[src/rtl/ysyx_24070016_fetch_axil_pkg.sv]
// Shared fetch definitions: FSM states, fetch error codes and the default boot PC.
// Also used by the LSU and the difftest hook.
package ysyx_24070016_fetch_axil_pkg;

    typedef enum logic [2:0] {
        ST_IDLE = 3'd0,
        ST_REQ  = 3'd1,
        ST_RESP = 3'd2,
        ST_OUT  = 3'd3,
        ST_WNPC = 3'd4
    } fetch_state_t;

    typedef enum logic [1:0] {
        FE_OK       = 2'b00,
        FE_BUS      = 2'b01,
        FE_MISALIGN = 2'b10
    } fetch_err_t;

    localparam logic [31:0] DEFAULT_RESET_PC = 32'h8000_0000;

endpackage

[src/rtl/ysyx_24070016_fetch_axil.sv]
// Multi-cycle instruction fetch: one AXI4-Lite read per instruction, handed to the IDU
// over valid/ready, then waits for the next PC before fetching again.
module ysyx_24070016_fetch_axil
    import ysyx_24070016_fetch_axil_pkg::*;
#(
    parameter int              XLEN     = 32,
    parameter logic [XLEN-1:0] RESET_PC = XLEN'(DEFAULT_RESET_PC)
) (
    input  logic            clk,
    input  logic            rst,
    output logic [XLEN-1:0] araddr,
    output logic            arvalid,
    input  logic            arready,
    input  logic [XLEN-1:0] rdata,
    input  logic [1:0]      rresp,
    input  logic            rvalid,
    output logic            rready,
    output logic            inst_valid,
    input  logic            inst_ready,
    output logic [XLEN-1:0] inst,
    output logic [XLEN-1:0] inst_pc,
    output logic [1:0]      fetch_err,
    input  logic            npc_valid,
    input  logic [XLEN-1:0] npc,
    output logic            npc_ready
);

    fetch_state_t    r_state;
    fetch_state_t    w_state_nxt;
    logic [XLEN-1:0] r_pc;
    logic [XLEN-1:0] r_inst;
    logic [XLEN-1:0] r_inst_pc;
    fetch_err_t      r_err;
    logic            w_npc_misaligned;

    assign w_npc_misaligned = (npc[1:0] != 2'b00);

    always_ff @(posedge clk or negedge rst) begin
        if (!rst) begin
            r_state <= ST_IDLE;
        end else begin
            r_state <= w_state_nxt;
        end
    end

    always_comb begin
        w_state_nxt = r_state;
        case (r_state)
            ST_IDLE: w_state_nxt = ST_REQ;
            ST_REQ:  if (arready)    w_state_nxt = ST_RESP;
            ST_RESP: if (rvalid)     w_state_nxt = ST_OUT;
            ST_OUT:  if (inst_ready) w_state_nxt = ST_WNPC;
            ST_WNPC: if (npc_valid)  w_state_nxt = w_npc_misaligned ? ST_OUT : ST_REQ;
            default: w_state_nxt = ST_IDLE;
        endcase
    end

    // Misaligned next PCs skip the bus entirely and surface as a fetch error.
    always_ff @(posedge clk or negedge rst) begin
        if (!rst) begin
            r_pc      <= RESET_PC;
            r_inst    <= '0;
            r_inst_pc <= RESET_PC;
            r_err     <= FE_OK;
        end else begin
            if (r_state == ST_RESP && rvalid) begin
                r_inst    <= rdata;
                r_inst_pc <= r_pc;
                r_err     <= (rresp != 2'b00) ? FE_BUS : FE_OK;
            end
            if (r_state == ST_WNPC && npc_valid) begin
                r_pc <= npc;
                if (w_npc_misaligned) begin
                    r_inst    <= '0;
                    r_inst_pc <= npc;
                    r_err     <= FE_MISALIGN;
                end
            end
        end
    end

    // Handshake outputs depend on the registered state only.
    assign arvalid    = (r_state == ST_REQ);
    assign rready     = (r_state == ST_RESP);
    assign inst_valid = (r_state == ST_OUT);
    assign npc_ready  = (r_state == ST_WNPC);
    assign araddr     = r_pc;
    assign inst       = r_inst;
    assign inst_pc    = r_inst_pc;
    assign fetch_err  = r_err;

endmodule

[config.mk]
export PLATFORM = sky130hd
export DESIGN_NAME = ysyx_24070016_fetch_axil
export DESIGN_NICKNAME = d
export VERILOG_FILES = /design/src/rtl/ysyx_24070016_fetch_axil_pkg.sv /design/src/rtl/ysyx_24070016_fetch_axil.sv
export SDC_FILE = /design/constraint.sdc
export NUM_CORES = 1
export LEC_CHECK = 0
export ABC_CLOCK_PERIOD_IN_PS = 2000
export BUFFER_PORTS_ARGS = -buffer_cell sky130_fd_sc_hd__buf_2
export CAP_MARGIN = 20
export CORE_ASPECT_RATIO = 1.75
export CORE_MARGIN = 3
export CORE_UTILIZATION = 48
export DETAILED_ROUTE_END_ITERATION = 10
export GPL_TIMING_DRIVEN = 0
export PLACE_DENSITY = 0.87
export REMOVE_ABC_BUFFERS = 1
export SYNTH_ARGS = -nofsm -noshare
export SYNTH_HDL_FRONTEND = slang
export SYNTH_SLANG_ARGS = --single-unit
[constraint.sdc]
create_clock -name clk -period 2 [get_ports clk]
set_input_delay 0.2 -clock clk [delete_from_list [all_inputs] [get_ports clk]]
set_output_delay 0.2 -clock clk [all_outputs]
set_load 0.03 [all_outputs]
## Word level (Yosys, flattened, before mapping)

Cells that the tools add are included.

| word-level totals | value |
|---|---|
| output and inout port bits | 102 |
| flip-flop bits (word level) | 101 |

| cells by class | value |
|---|---|
| equal/unequal tests | 8 |
| reductions and logical operators | 6 |
| muxes and demuxes | 16 |

Operators with widths:

| kind | count |
|---|---|
| $mux 32 | 6 |
| $pmux 3 s5 | 1 |
| $mux 3 | 4 |
| $mux 2 | 4 |
| $eq 3x2->1 const B | 2 |
| $ne 2x1->1 const B | 2 |
| $ne 2x2->1 const B | 2 |
| $reduce_and 4->1 | 1 |
| $reduce_bool 2->1 | 2 |
| $eq 3x1->1 const B | 1 |
| $eq 3x3->1 const B | 1 |
| $logic_not 3->1 | 1 |
| $logic_and 1x1->1 | 2 |
| $mux 1 | 1 |

## Logic depth before layout (Yosys ltp)

| logic depth | value |
|---|---|
| word-level depth | 5 |
| mapped depth | 7 |
| mapped depth without buffers | 3 |

## Worst setup path after synthesis

No wires, ideal clock.

| path | value |
|---|---|
| path type | register to register |
| from | reg r_state[1] |
| to | reg r_pc[28], in the netlist araddr[28] |
| slack | 335 ps |
| library setup time | 125 ps |
| cell stages (with the launch flop) | 6 |
| arrival time | 1540 ps |
| cells stage by stage | dfrtp_1 -> buf_2 -> and4bb_2 -> buf_2 -> buf_2 -> mux2_2 |

| between the ends | value |
|---|---|
| cells in the longest elaborated chain, start to end | 2 |

Ends and longest elaborated chain:

| item | line | text |
|---|---|---|
| start: declaration | ysyx_24070016_fetch_axil.sv:28 | `fetch_state_t r_state;` |
| start signal: assignment | ysyx_24070016_fetch_axil.sv:42 | `r_state <= w_state_nxt;` |
| $eq 3x3->1 | ysyx_24070016_fetch_axil.sv:71 | `if (r_state == ST_WNPC && npc_valid) begin` |
| $logic_and 1x1->1 | ysyx_24070016_fetch_axil.sv:71 |  |
| end signal: assignment | ysyx_24070016_fetch_axil.sv:72 | `r_pc <= npc;` |
| end: declaration | ysyx_24070016_fetch_axil.sv:30 | `logic [XLEN-1:0] r_pc;` |

No other way between the ends.
A chain may end at the register's enable or synchronous reset.

## Worst setup path in the final report

| path | value |
|---|---|
| from | reg r_state[2] |
| to | reg r_inst_pc[15], in the netlist inst_pc[15] |

| between the ends | value |
|---|---|
| cells in the longest elaborated chain, start to end | 5 |
| elaborated cells between the ends (all ways) | 7 |
| classes of those cells | eq/ne: 2; mux: 3; reduce/logical: 2 |

Ends and longest elaborated chain:

| item | line | text |
|---|---|---|
| $eq 3x2->1 | ysyx_24070016_fetch_axil.sv:66 | `if (r_state == ST_RESP && rvalid) begin` |
| $logic_and 1x1->1 | ysyx_24070016_fetch_axil.sv:66 |  |
| $mux 32 | ysyx_24070016_fetch_axil.sv:66 |  |
| $mux 32 | ysyx_24070016_fetch_axil.sv:73 | `if (w_npc_misaligned) begin` |
| $mux 32 (*) | ysyx_24070016_fetch_axil.sv:71 |  |
| end signal: assignment | ysyx_24070016_fetch_axil.sv:68 | `r_inst_pc <= r_pc;` |
| end signal: assignment | ysyx_24070016_fetch_axil.sv:75 | `r_inst_pc <= npc;` |
| end: declaration | ysyx_24070016_fetch_axil.sv:32 | `logic [XLEN-1:0] r_inst_pc;` |

Every way passes the cells marked *; elsewhere a longest branch is shown, timed or not.

==> impl_metrics.env <==
export IMPL_outcome="completed"
export IMPL_cap_violations=0
export IMPL_leakage_nw=2.99
export IMPL_dr_pass1_iters=4
export IMPL_avgSynthCellArea_um2=12.5
export IMPL_start_kind="flop"
export IMPL_rsz0062_at_grt="false"
export IMPL_seq_area_frac_synth=0.584
export IMPL_worst_pin_slew_ns=0.755
export IMPL_die_area_um2=10200
export IMPL_wl_um=10500
export IMPL_timing_final_ws_setup_ns=0.140
export IMPL_clock_skew_ns=0.00714
export IMPL_min_path_type="input port to flop"
export IMPL_crit_top_cell="mux2_2"
export IMPL_clk_latency_ns=0.33
export IMPL_critPathMaxFanout=40
export IMPL_die_y_um=132
export IMPL_first_iter_violations=66
export IMPL_worst_ep_required_time_ns=2.21
export IMPL_grt_pass1_vias=3448
export IMPL_arrival_ns=2.07
export IMPL_wl_per_cell_um=16.3
export IMPL_syn_to_final_growth_pct=32.0
export IMPL_h_tree_depth=3
export IMPL_critical_path_class="flop to flop"
export IMPL_synthCells=346
export IMPL_port_buffers=173
export IMPL_synth_cell_types=27
export IMPL_path_delay_family="flip-flops"
export IMPL_clock_fmax_mhz=538
export IMPL_vias_per_cell=5.22
export IMPL_numCtsBuffers=9
export IMPL_cts_sinks=101
export IMPL_endpoint_kind="flop"
export IMPL_power_per_cell_area_nw_per_um2=1680
export IMPL_gp_congestion=0.825
export IMPL_grt_max_degree=60
export IMPL_drv_slew=0
export IMPL_ys_warnings_count=0
export IMPL_setup_violations=0
export IMPL_final_common_cell="buf_2"
export IMPL_cts_root_buf="clkbuf_16"
export IMPL_die_w_um=77.8
export IMPL_rows=45
export IMPL_hpwl_um=7180
export IMPL_final_instance_count_excl_fill=643
export IMPL_pre_cts_ws_ns=-0.868
export IMPL_initial_core_util=0.496
export IMPL_grt_usage=0.209
export IMPL_grt_overflow_total=0
export IMPL_io_pins=174
export IMPL_grt_first_pass_wirelength_um=16800
export IMPL_antenna_found_initial=0
export IMPL_antenna_left=0
export IMPL_clkTransAtPathRegs_ns=0.07
export IMPL_drc=0
export IMPL_min_period_ns=1.86
export IMPL_final_cell_mix="buf_2, dfrtp_1, mux2_2, nand2_1, a21oi_1"
export IMPL_ctsLongestPathBuffers=2
export IMPL_antenna_cells=0
export IMPL_fin_crit_sh=0.930
export IMPL_slew_headroom=0.497
export IMPL_max_stage_delay_ns=0.62
export IMPL_tritoncts="yes"
export IMPL_peakVddDrop_v=0.000911
export IMPL_crit_buf_inv=1
export IMPL_drive_above_1_share=0.574
export IMPL_placedCellCount=617
export IMPL_hold_viol_final=0
export IMPL_design_core_area_um2=8730
export IMPL_final_nets=593
export IMPL_final_core_utilization=0.655
export IMPL_crit_slowest_cell="dfrtp_1"
export IMPL_via_count=3354
export IMPL_netlist_area_um2=4330
export IMPL_path_cells="nand4bb_4, buf_12, mux2_2, mux2_2"
export IMPL_ys_seq_elements=101
logic make-up (layout without fill, tap and decap cells):
logic type             Yosys count  after routing  synth area share
buffers and inverters           27            204            0.0353
muxes                           93             93             0.243
and+or+nand+nor                 83             86            0.0850
AOI/OAI and AO/OA               42             42            0.0526
DFF                            101            101             0.584
per-layer routing:
metal | global-route usage | wire, um | part of all wire | vias up
li1 | - | - | - | 1553
met1 | 0.220 | 3800 | 0.36 | 1639
met2 | 0.378 | 5730 | 0.55 | 131
met3 | 0.0377 | 585 | 0.056 | 31
met4 | 0.119 | 340 | 0.033 | 0
met5 | 0 | 0 | 0 | -
worst paths after layout:
check / from / to / slack [ns] / cells after the start
worst max register to register: r_state[2] / inst_pc[15] / 0.14 / 4
min in group asynchronous: rst / inst[21] / 0.47 / 2
worst max-delay path: r_state[2] / inst_pc[15] / 0.14 / 4
worst min-delay path: rdata[13] / inst[13] / 0.1 / 3
worst min register to register: fetch_err[1] / fetch_err[1] / 0.49 / 2
max in group asynchronous: rst / r_state[0] / 0.79 / 3
report_power, final:
part	switching [mW]	leakage, nW	internal (mW)
clock network	0.674	0.137	0.908
registers	0.571	1.28	2.92
logic	2.82	1.57	1.69
worst reg2reg max path: cells and delay by family, from the launching register on:
family,cells,cell delay (ns)
DFF,1,0.62
buffers and inverters,1,0.21
muxes,2,0.63
and+or+nand+nor,1,0.28
flip-flops by register name (all words and copies together) (netlist names):
name       flops
araddr        32
fetch_err      2
inst          32
inst_pc       32
r_state        3
layout make-up:
cell class	instances	area, um2
fillers	648	3010
inverters	4	15.0
flip-flops and latches	101	2530
clock inverters	2	10.0
multi-input cells	221	1730
well taps	117	146
clock buffers	14	264
repair buffers	184	1010
cell usage after synthesis:
cell type | number | area, um2
a221oi_1 | 1 | 8.76
nor4bb_1 | 1 | 10.0
nand4bb_4 | 1 | 27.5
buf_4 | 5 | 37.5
a22o_1 | 2 | 17.5
clkbuf_1 | 6 | 22.5
inv_1 | 4 | 15.0
nand2b_1 | 1 | 6.26
buf_2 | 8 | 40.0
o2bb2ai_1 | 1 | 8.76
o21a_1 | 1 | 7.51
mux2_4 | 1 | 15.0
nor3b_1 | 1 | 7.51
buf_6 | 3 | 33.8
a21oi_1 | 33 | 165
dfstp_2 | 2 | 52.6
or2_2 | 1 | 6.26
mux2_2 | 92 | 1040
nor2_1 | 4 | 15.0
nand2_1 | 69 | 259
o21ai_1 | 1 | 5.00
buf_1 | 1 | 3.75
dfrtp_1 | 99 | 2480
o21ai_0 | 3 | 15.0
and4bb_2 | 1 | 12.5
and3b_1 | 1 | 8.76
nor3_1 | 3 | 15.0
stage by stage:
step	cell area, um2	total power, mW	setup TNS [ns]	hold WS (ns)
floorplan	4190	6.54	-63.60	-0.0956
global placement	5200	7.74	-151.91	0.437
detailed placement	5310	7.97	-49.47	0.308
CTS	5690	9.68	0	0.0788
global route	5710	10.1	0	0.0886
finish	5710	9.60	0	0.0955
repair_timing:
| action | 4_1_cts | 5_1_grt |
|---|---|---|
| endpoints found under the hold margin | 56 | 0 |
| cloned | 3 | 0 |
| resized for setup | 3 | 2 |
| pin swaps | 3 | 0 |
| buffers inserted | 3 | 3 |
| endpoints found under the setup margin | 97 | 38 |
| hold buffers | 1 | 0 |
Note: power is estimated with default switching activity, not from simulation.
